[config.mk]
export PLATFORM = sky130hd
export DESIGN_NAME = instruction_fetch_unit
export DESIGN_NICKNAME = d
export VERILOG_FILES = /design/src/rtl/instruction_fetch_unit_pkg.sv /design/src/rtl/if_id_register.sv /design/src/rtl/instruction_fetch_unit.sv
export SDC_FILE = /design/constraint.sdc
export NUM_CORES = 1
export LEC_CHECK = 0
export BUFFER_PORTS_ARGS = -buffer_cell sky130_fd_sc_hd__buf_2
export CORE_AREA = 3 3 139 141
export DETAILED_ROUTE_END_ITERATION = 8
export DIE_AREA = 0 0 142 144
export GPL_TIMING_DRIVEN = 1
export PLACE_DENSITY = 0.77
export SYNTH_ARGS = -nofsm -noshare
export SYNTH_HDL_FRONTEND = slang
export SYNTH_SLANG_ARGS = --single-unit
[constraint.sdc]
create_clock -name CLK -period 2.85 [get_ports CLK]
set_clock_uncertainty 0.2 [all_clocks]
set_input_delay 0.7125 -clock CLK [delete_from_list [all_inputs] [get_ports CLK]]
set_output_delay 0.7125 -clock CLK [all_outputs]
set_load 0.02 [all_outputs]
[src/rtl/instruction_fetch_unit_pkg.sv]
// Shared definitions for the IF stage: fetch FSM encoding, the canonical NOP
// and the reset vector, plus a small helper for word-aligning redirects.
package instruction_fetch_unit_pkg;

  localparam logic [31:0] NOP          = 32'h0000_0013;  // addi x0, x0, 0
  localparam logic [31:0] RESET_VECTOR = 32'h0000_0000;

  typedef enum logic [1:0] {
    IF_FETCH   = 2'd0,  // issuing or waiting on a request
    IF_DISCARD = 2'd1,  // in-flight request is wrong-path, waiting for it to drop
    IF_HOLD    = 2'd2   // fetched word parked in skid buffer, no request
  } if_state_t;

  // Redirect targets are word addresses; the low two bits carry no meaning.
  function automatic logic [31:0] word_align(input logic [31:0] addr);
    return addr & ~32'h0000_0003;
  endfunction

endpackage

[src/rtl/if_id_register.sv]
// IF/ID pipeline register.
// Ports:
//   clk, rst          clock, synchronous active-high reset (clears to NOP/0)
//   bubble            load a NOP with valid=0, PC fields unchanged (wins over load)
//   load              capture instr_in/pc_in/pc_plus_4_in with valid=1
//   instr/pc/pc_plus_4/valid  registered IF/ID contents
// With neither bubble nor load the contents are held.
module if_id_register
  import instruction_fetch_unit_pkg::*;
(
  input  logic        clk,
  input  logic        rst,
  input  logic        load,
  input  logic        bubble,
  input  logic [31:0] instr_in,
  input  logic [31:0] pc_in,
  input  logic [31:0] pc_plus_4_in,
  output logic [31:0] instr,
  output logic [31:0] pc,
  output logic [31:0] pc_plus_4,
  output logic        valid
);

  always_ff @(posedge clk) begin
    if (rst) begin
      instr     <= NOP;
      pc        <= '0;
      pc_plus_4 <= '0;
      valid     <= 1'b0;
    end else if (bubble) begin
      instr <= NOP;
      valid <= 1'b0;
    end else if (load) begin
      instr     <= instr_in;
      pc        <= pc_in;
      pc_plus_4 <= pc_plus_4_in;
      valid     <= 1'b1;
    end
  end

endmodule

[src/rtl/instruction_fetch_unit.sv]
// IF stage: owns the fetch PC, talks to instruction memory over a busy/ready
// handshake, and loads the IF/ID register. A one-entry skid buffer absorbs a
// word that completes while decode is stalled; a DISCARD state drops a
// wrong-path request that was still busy when a redirect arrived.
// Ports:
//   CLK, RESET                  clock, synchronous active-high reset
//   STALL                       hold IF/ID and PC (from hazard unit)
//   BRANCH_TAKEN, BRANCH_TARGET redirect from EX (flushes IF/ID)
//   IMEM_ADDRESS, IMEM_READ     fetch request (address stable while busy)
//   IMEM_READDATA, IMEM_BUSY    memory response; completion = READ & ~BUSY
//   INSTRUCTION, PC, PC_PLUS_4, VALID   IF/ID register outputs
module instruction_fetch_unit
  import instruction_fetch_unit_pkg::*;
#(
  parameter logic [31:0] RESET_PC = RESET_VECTOR
)(
  input  logic        CLK,
  input  logic        RESET,
  input  logic        STALL,
  input  logic        BRANCH_TAKEN,
  input  logic [31:0] BRANCH_TARGET,
  output logic [31:0] IMEM_ADDRESS,
  output logic        IMEM_READ,
  input  logic [31:0] IMEM_READDATA,
  input  logic        IMEM_BUSY,
  output logic [31:0] INSTRUCTION,
  output logic [31:0] PC,
  output logic [31:0] PC_PLUS_4,
  output logic        VALID
);

  if_state_t   state;
  logic [31:0] fetch_pc;
  logic [31:0] pending_pc;
  logic [31:0] skid_instr;
  logic [31:0] skid_pc;

  logic [31:0] fetch_pc_p4;
  logic [31:0] target;
  logic        complete;

  logic        ifid_load;
  logic        ifid_bubble;
  logic [31:0] ifid_instr_in;
  logic [31:0] ifid_pc_in;
  logic [31:0] ifid_pc_plus_4_in;

  assign IMEM_READ    = (state != IF_HOLD);
  assign IMEM_ADDRESS = fetch_pc;
  assign complete     = IMEM_READ & ~IMEM_BUSY;
  assign fetch_pc_p4  = fetch_pc + 32'd4;  // wraps modulo 2^32
  assign target       = word_align(BRANCH_TARGET);

  // IF/ID control: a redirect always flushes; otherwise the state decides
  // whether a fresh word, the parked word, or a bubble goes to decode.
  always_comb begin
    ifid_load         = 1'b0;
    ifid_bubble       = 1'b0;
    ifid_instr_in     = IMEM_READDATA;
    ifid_pc_in        = fetch_pc;
    ifid_pc_plus_4_in = fetch_pc_p4;
    if (BRANCH_TAKEN) begin
      ifid_bubble = 1'b1;
    end else begin
      unique case (state)
        IF_FETCH: begin
          if (!STALL) begin
            ifid_load   = complete;
            ifid_bubble = ~complete;
          end
        end
        IF_DISCARD: ifid_bubble = ~STALL;
        IF_HOLD: begin
          ifid_load         = ~STALL;
          ifid_instr_in     = skid_instr;
          ifid_pc_in        = skid_pc;
          ifid_pc_plus_4_in = skid_pc + 32'd4;
        end
        default: ifid_bubble = ~STALL;
      endcase
    end
  end

  // Fetch FSM, PC and skid buffer.
  always_ff @(posedge CLK) begin
    if (RESET) begin
      state      <= IF_FETCH;
      fetch_pc   <= RESET_PC;
      pending_pc <= '0;
      skid_instr <= NOP;
      skid_pc    <= '0;
    end else if (BRANCH_TAKEN) begin
      // The address must not move under a busy request, so park the target
      // until that request drops; otherwise redirect immediately.
      if (state != IF_HOLD && IMEM_BUSY) begin
        pending_pc <= target;
        state      <= IF_DISCARD;
      end else begin
        fetch_pc <= target;
        state    <= IF_FETCH;
      end
    end else begin
      unique case (state)
        IF_FETCH: begin
          if (complete) begin
            fetch_pc <= fetch_pc_p4;
            if (STALL) begin
              skid_instr <= IMEM_READDATA;
              skid_pc    <= fetch_pc;
              state      <= IF_HOLD;
            end
          end
        end
        IF_DISCARD: begin
          if (!IMEM_BUSY) begin
            fetch_pc <= pending_pc;
            state    <= IF_FETCH;
          end
        end
        IF_HOLD: begin
          if (!STALL) state <= IF_FETCH;
        end
        default: state <= IF_FETCH;
      endcase
    end
  end

  if_id_register u_if_id (
    .clk          (CLK),
    .rst          (RESET),
    .load         (ifid_load),
    .bubble       (ifid_bubble),
    .instr_in     (ifid_instr_in),
    .pc_in        (ifid_pc_in),
    .pc_plus_4_in (ifid_pc_plus_4_in),
    .instr        (INSTRUCTION),
    .pc           (PC),
    .pc_plus_4    (PC_PLUS_4),
    .valid        (VALID)
  );

endmodule

Word-level counts from Yosys, hierarchy flattened
Cells that the tools add are included.
W data, S select, Z words.
- bits in registers: 225
- input bits: 69
- output and inout bits: 130
- word-level logic and storage cells: 58
- $add $sub $neg: 2
- eq/ne operators: 8
- multiplexer cells: 24
- bitwise logic cells: 6
- reductions and logical operators: 9
- operator list (operator ; count):
    $mux W32 ; 10
    $add A32 B3 Y32 const B ; 2
    $pmux W32 S2 ; 1
    $ne A3 B3 Y1 const B ; 4
    $reduce_and A4 Y1 ; 3
    $mux W2 ; 5
    $pmux W2 S3 ; 1
    $mux W1 ; 5
    $not A1 Y1 ; 5
    $ne A2 B2 Y1 const B ; 2
    $pmux W1 S2 ; 2
    $reduce_and A2 Y1 ; 2
    $reduce_bool A3 Y1 ; 1
    $eq A2 B1 Y1 const B ; 1
    $eq A2 B2 Y1 const B ; 1
    $logic_not A2 Y1 ; 1
    $reduce_or A2 Y1 ; 1
    $and A1 B1 Y1 ; 1
    $logic_and A1 B1 Y1 ; 1

Depth between registers and ports, before layout
- word-level depth: 8
- depth in mapped cells: 9
- depth with buffers taken out: 7

By module
A second synthesis with hierarchy kept.
- cells, all modules: 1553
- area, all modules: 11851.4 µm²
- by module, submodules not included (module ; times used ; cells each ; area each (µm²) ; sequential area each (µm²)):
    instruction_fetch_unit ; 1 ; 1153 ; 7679.9 ; 2482.4
    if_id_register ; 1 ; 400 ; 4171.5 ; 1941.9

Worst setup path before layout
OpenSTA, ideal clock, no wires.
- path type: in2reg
- start: input port BRANCH_TAKEN
- end: register u_if_id.instr[10]
- library setup time: 142 ps
- arrival time: 2014 ps
- required time: 2508 ps
- slack: 494 ps
- stages on the path: 6
- path buffers: 4
- path through: clkbuf_1 -> nor4_1 -> clkbuf_1 -> buf_2 -> buf_1 -> a311oi_1
- word-level cells in the longest chain between the ends: 2
- elaborated cells on any way between the ends: 4
- classes of those cells: mux: 3; reduce/logical: 1
- RTL lines (element ; line ; RTL):
    start: declaration ; instruction_fetch_unit.sv:20 ; input logic BRANCH_TAKEN,
    $mux W1 ; instruction_fetch_unit.sv:62 ; if (BRANCH_TAKEN) begin
    $reduce_or A2 Y1 (no line) ; -- ;
    end signal: assignment ; if_id_register.sv:34 ; instr <= instr_in;
    end: declaration ; if_id_register.sv:18 ; output logic [31:0] instr,
Several ways; a longest one is shown, not always the timed one.
A chain may end at the register's enable or synchronous reset.

Final worst setup path
- start: register state[0]
- end: output port IMEM_READ
- word-level cells in the longest chain between the ends: 1
- RTL lines (element ; line ; RTL):
    start: declaration ; instruction_fetch_unit.sv:32 ; if_state_t state;
    start signal: assignment ; instruction_fetch_unit.sv:87 ; state <= IF_FETCH;
    start signal: assignment ; instruction_fetch_unit.sv:97 ; state <= IF_DISCARD;
    start signal: assignment ; instruction_fetch_unit.sv:100 ; state <= IF_FETCH;
    $ne A2 B2 Y1 ; instruction_fetch_unit.sv:48 ; assign IMEM_READ = (state != IF_HOLD);
    end: declaration ; instruction_fetch_unit.sv:23 ; output logic IMEM_READ,
No other way between the ends.

==> Implementation_results.wiki <==
{| class="wikitable"
! Metric !! Value
|-
| CP Data Arrival Time || 1.64 ns
|-
| Count of placed standard cells including taps || 1715
|-
| Per-cell via count in the routed design || between 5 and 6
|-
| Top FF cell, synth || sky130_fd_sc_hd__dfxtp_1
|-
| Antenna cell count || 0
|-
| Worst reg-to-reg path cell count || 6
|-
| Layout Cells excl Fill || 1756
|-
| Root buf cell || sky130_fd_sc_hd__clkbuf_16
|-
| Number of buffers added to fix hold violations after cts || 0
|-
| Flip-flop and latch count after synthesis || roughly 220
|-
| Wire length of the first global-routing pass || 48110 µm
|-
| Post-Route Setup TNS || 0 ns
|-
| Syn. warnings || 0
|-
| Post-DR wirelength/cell || 17.32 µm
|-
| Hold Crit Depth || 3
|-
| Wirelength, routed || about 30000 µm
|-
| Unrepaired setup endpoints after global routing || no
|-
| Area growth syn-to-layout || 20.12%
|-
| Via total after detailed routing || 10.25k
|-
| Clock period minus final worst setup slack || 2.554 ns
|-
| Most frequent cell after synthesis || sky130_fd_sc_hd__nand2_1
|-
| Clk_lat worst skew || 0.50 ns
|-
| Post-route design area || 12220 µm²
|-
| Async SR Flop Fraction || 0%
|-
| Final critical-path share of the clock period || approximately nine tenths
|-
| Register area share after synthesis || 42.72%
|-
| Achievable frequency || between 0.3 and 0.4 GHz
|-
| Clock transition at the registers of the reported paths || roughly 0.06 ns
|-
| Iteration count of the initial detailed-routing pass || 5
|-
| Largest fanout on the critical path || 9
|-
| Antenna violations before repair || 0
|-
| Effective utilization at floorplan || 56.23%
|-
| Power density over the cells || 583.1 nW/µm²
|-
| Number of synthesized flops with an enable pin || 0
|-
| Number of H-tree levels || 1
|-
| Die Y-Extent || approximately 140 µm
|-
| Gate count after technology mapping || 1355
|-
| Transition time at the pin with the least slew margin || 1.204 ns
|-
| Setup fix buffers added after clock tree synthesis || 0
|-
| Post-synth top area share || between 40% and 50%
|-
| Crit path required time || 1.94 ns
|-
| Placed Instance Area || 11460 µm²
|-
| I/O pin total || between 150 and 200
|-
| Endpoint, Worst Hold || skid_instr[0]
|-
| Lkg Pwr || 4.931 nW
|-
| Distinct cells, synth || 54
|-
| Number of global-route vias before repair || 9489
|-
| Floorplan core area || 18090 µm²
|-
| Startpoint class of the critical path || register
|-
| Post-Synthesis Cell Area || 10170 µm²
|-
| GPL Wtd Cong || 0.9233
|-
| Synth cell count leaders || sky130_fd_sc_hd__nand2_1, sky130_fd_sc_hd__dfxtp_1, sky130_fd_sc_hd__a21oi_1, sky130_fd_sc_hd__nor2_1, sky130_fd_sc_hd__clkbuf_1
|-
| Cell row count || 49
|-
| Share of final-layout standard cells stronger than drive strength 1 || 19.52%
|-
| Hold/Removal Path Class || in -> reg
|-
| Sink Count || 217
|-
| Final Net Count || 1582
|-
| Remaining global-route overflow || 0
|-
| Maximum number of pins on one net before global-route repair || ~140
|-
| Max clock buf depth || 3
|-
| ANT nets after route || 0
|-
| Status || finished clean
|-
| Worst-case register-to-register setup slack || 0.45 ns
|-
| Final cell utilization of the core || 67.54%
|-
| Worst r2r dst || IMEM_ADDRESS[31]
|-
| Number of DRC violations after detailed routing || 0
|-
| Reg2Reg Launch Point || IMEM_ADDRESS[8]
|-
| Type of the setup path with the least slack || reg -> out
|-
| Hold violation total from the final report || 0
|-
| Resized cells post-CTS || 0
|-
| Floorplan die area || just over 20000 µm²
|-
| Post-DP HPWL || 20980 µm
|-
| Per-instance average area after synthesis || 7.505 µm²
|-
| Violation count after the first detailed-route iteration || just under 900
|-
| Max-cap viol count || 0
|-
| TritonCTS clock tree || done
|-
| Max VDD drop || 0.5168 mV
|-
| Cell taking the most area after synthesis || sky130_fd_sc_hd__dfxtp_1
|-
| Setup-violating endpoint count in the final report || 0
|-
| Number of port buffers || 190
|-
| Setup crit end kind || primary output
|-
| Max Slew Vio Count || 0
|-
| Total CTS buffers || 23
|-
| Max_slew headroom || 19.40%
|-
| Startpoint of the most critical hold path || IMEM_READDATA[0]
|-
| Most area-consuming cells after synthesis || sky130_fd_sc_hd__dfxtp_1, sky130_fd_sc_hd__nand2_1, sky130_fd_sc_hd__a21oi_1, sky130_fd_sc_hd__a311oi_1, sky130_fd_sc_hd__nor2_1
|-
| Total global routing track utilization || 28.57%
|-
| Die W || 142 µm
|}
## final cells by class
type                       count  area, µm²
inverter                      12      45.04
sequential                   217       4344
clock inverter                 4      48.80
fill                        1575       5871
multi-input combinational   1008       5299
clock buffer                  37      708.2
tap                          229      286.5
timing repair buffer         249       1484
## state kept, by name, indices dropped and copies added (netlist names)
name and cells:
skid_pc 30, u_if_id.pc_plus_4 30, state 2, u_if_id.pc 30, u_if_id.valid 1, u_if_id.instr 32, pending_pc 30, skid_instr 32
IMEM_ADDRESS 30
## critical path, stage by stage (launching register included)
cell and delay, ns:
sky130_fd_sc_hd__dfxtp_1 0.50, sky130_fd_sc_hd__nand2b_1 0.40, sky130_fd_sc_hd__buf_2 0.24
## stage by stage
stage / worst slack [ns] / total power [mW] / hold WS (ns)
6_report: 0.2958 / 7.122 / 0.2430
5_1_grt: 0.2444 / 7.387 / 0.2469
4_1_cts: 0.3137 / 7.144 / 0.2293
3_5_place_dp: 0.1031 / 4.178 / 0.2421
3_3_place_gp: 0.1837 / 4.162 / 0.2379
2_1_floorplan: 0.4941 / 3.840 / 0.2312
## where the power goes
| group | leakage (nW) | switching [mW] | total (mW) | internal (mW) |
|---|---|---|---|---|
| registers | 1.77 | 0.0853 | 3.24 | 3.15 |
| clock network | 0.375 | 1.22 | 3.00 | 1.79 |
| logic | 2.79 | 0.578 | 0.885 | 0.307 |
## cell families (layout without fill, tap and decap cells)
family	after synthesis	count (layout)	share of synthesized area, %
AO/OA/AOI/OAI	305	305	19.51
XOR/XNOR	55	55	4.737
adder cells (fa/ha/maj)	2	2	0.2460
other	1	6	0.03687
AND/OR/NAND/NOR	638	638	26.87
flip-flops	217	217	42.72
multiplexers	2	2	0.1969
buffers and inverters	135	302	5.684
## placed cells by master (no fill, tap or decap), types with 6 or more instances in the layout
cell / synthesis / layout
sky130_fd_sc_hd__nor3_1: 24 / 24
sky130_fd_sc_hd__buf_2: 37 / 189
sky130_fd_sc_hd__nand3_1: 26 / 26
sky130_fd_sc_hd__a22oi_1: 14 / 14
sky130_fd_sc_hd__a311oi_1: 61 / 61
sky130_fd_sc_hd__nand2_1: 383 / 382
sky130_fd_sc_hd__o211ai_1: 18 / 18
sky130_fd_sc_hd__buf_12: 0 / 7
sky130_fd_sc_hd__buf_4: 6 / 53
sky130_fd_sc_hd__nor2_1: 125 / 123
sky130_fd_sc_hd__and4_1: 8 / 8
sky130_fd_sc_hd__clkbuf_8: 0 / 8
sky130_fd_sc_hd__xnor2_1: 24 / 24
sky130_fd_sc_hd__nand3b_1: 7 / 7
sky130_fd_sc_hd__and3_1: 18 / 18
sky130_fd_sc_hd__clkbuf_16: 0 / 23
sky130_fd_sc_hd__xor2_1: 31 / 31
sky130_fd_sc_hd__nand4_1: 13 / 13
sky130_fd_sc_hd__conb_1: 1 / 6
sky130_fd_sc_hd__nor4_1: 9 / 8
sky130_fd_sc_hd__o21ai_0: 40 / 40
sky130_fd_sc_hd__clkbuf_1: 71 / 6
sky130_fd_sc_hd__a211oi_1: 11 / 11
sky130_fd_sc_hd__inv_1: 12 / 12
sky130_fd_sc_hd__a21oi_1: 125 / 124
sky130_fd_sc_hd__dfxtp_1: 217 / 217
## worst max-delay path by stage
stage                            start                     to  slack (ns)
after floorplan           BRANCH_TAKEN      u_if_id.instr[10]        0.49
after global routing          state[1]              IMEM_READ        0.24
final                         state[0]              IMEM_READ        0.30
after CTS                     state[0]              IMEM_READ        0.31
after detailed placement     IMEM_BUSY  u_if_id.pc_plus_4[19]        0.10
after global placement       IMEM_BUSY  u_if_id.pc_plus_4[14]        0.18
## layer usage
metal / share of wire, % / vias up / wire [µm] / track usage (%)
met2: 48 / 433 / 14550 / 48.37
met3: 6.9 / 84 / 2114 / 4.001
met4: 4.0 / 0 / 1220 / 10.45
li1: - / 4967 / - / -
met1: 41 / 4763 / 12540 / 37.37
met5: 0 / - / 0 / 0
Note: power is estimated with default switching activity, not from simulation.
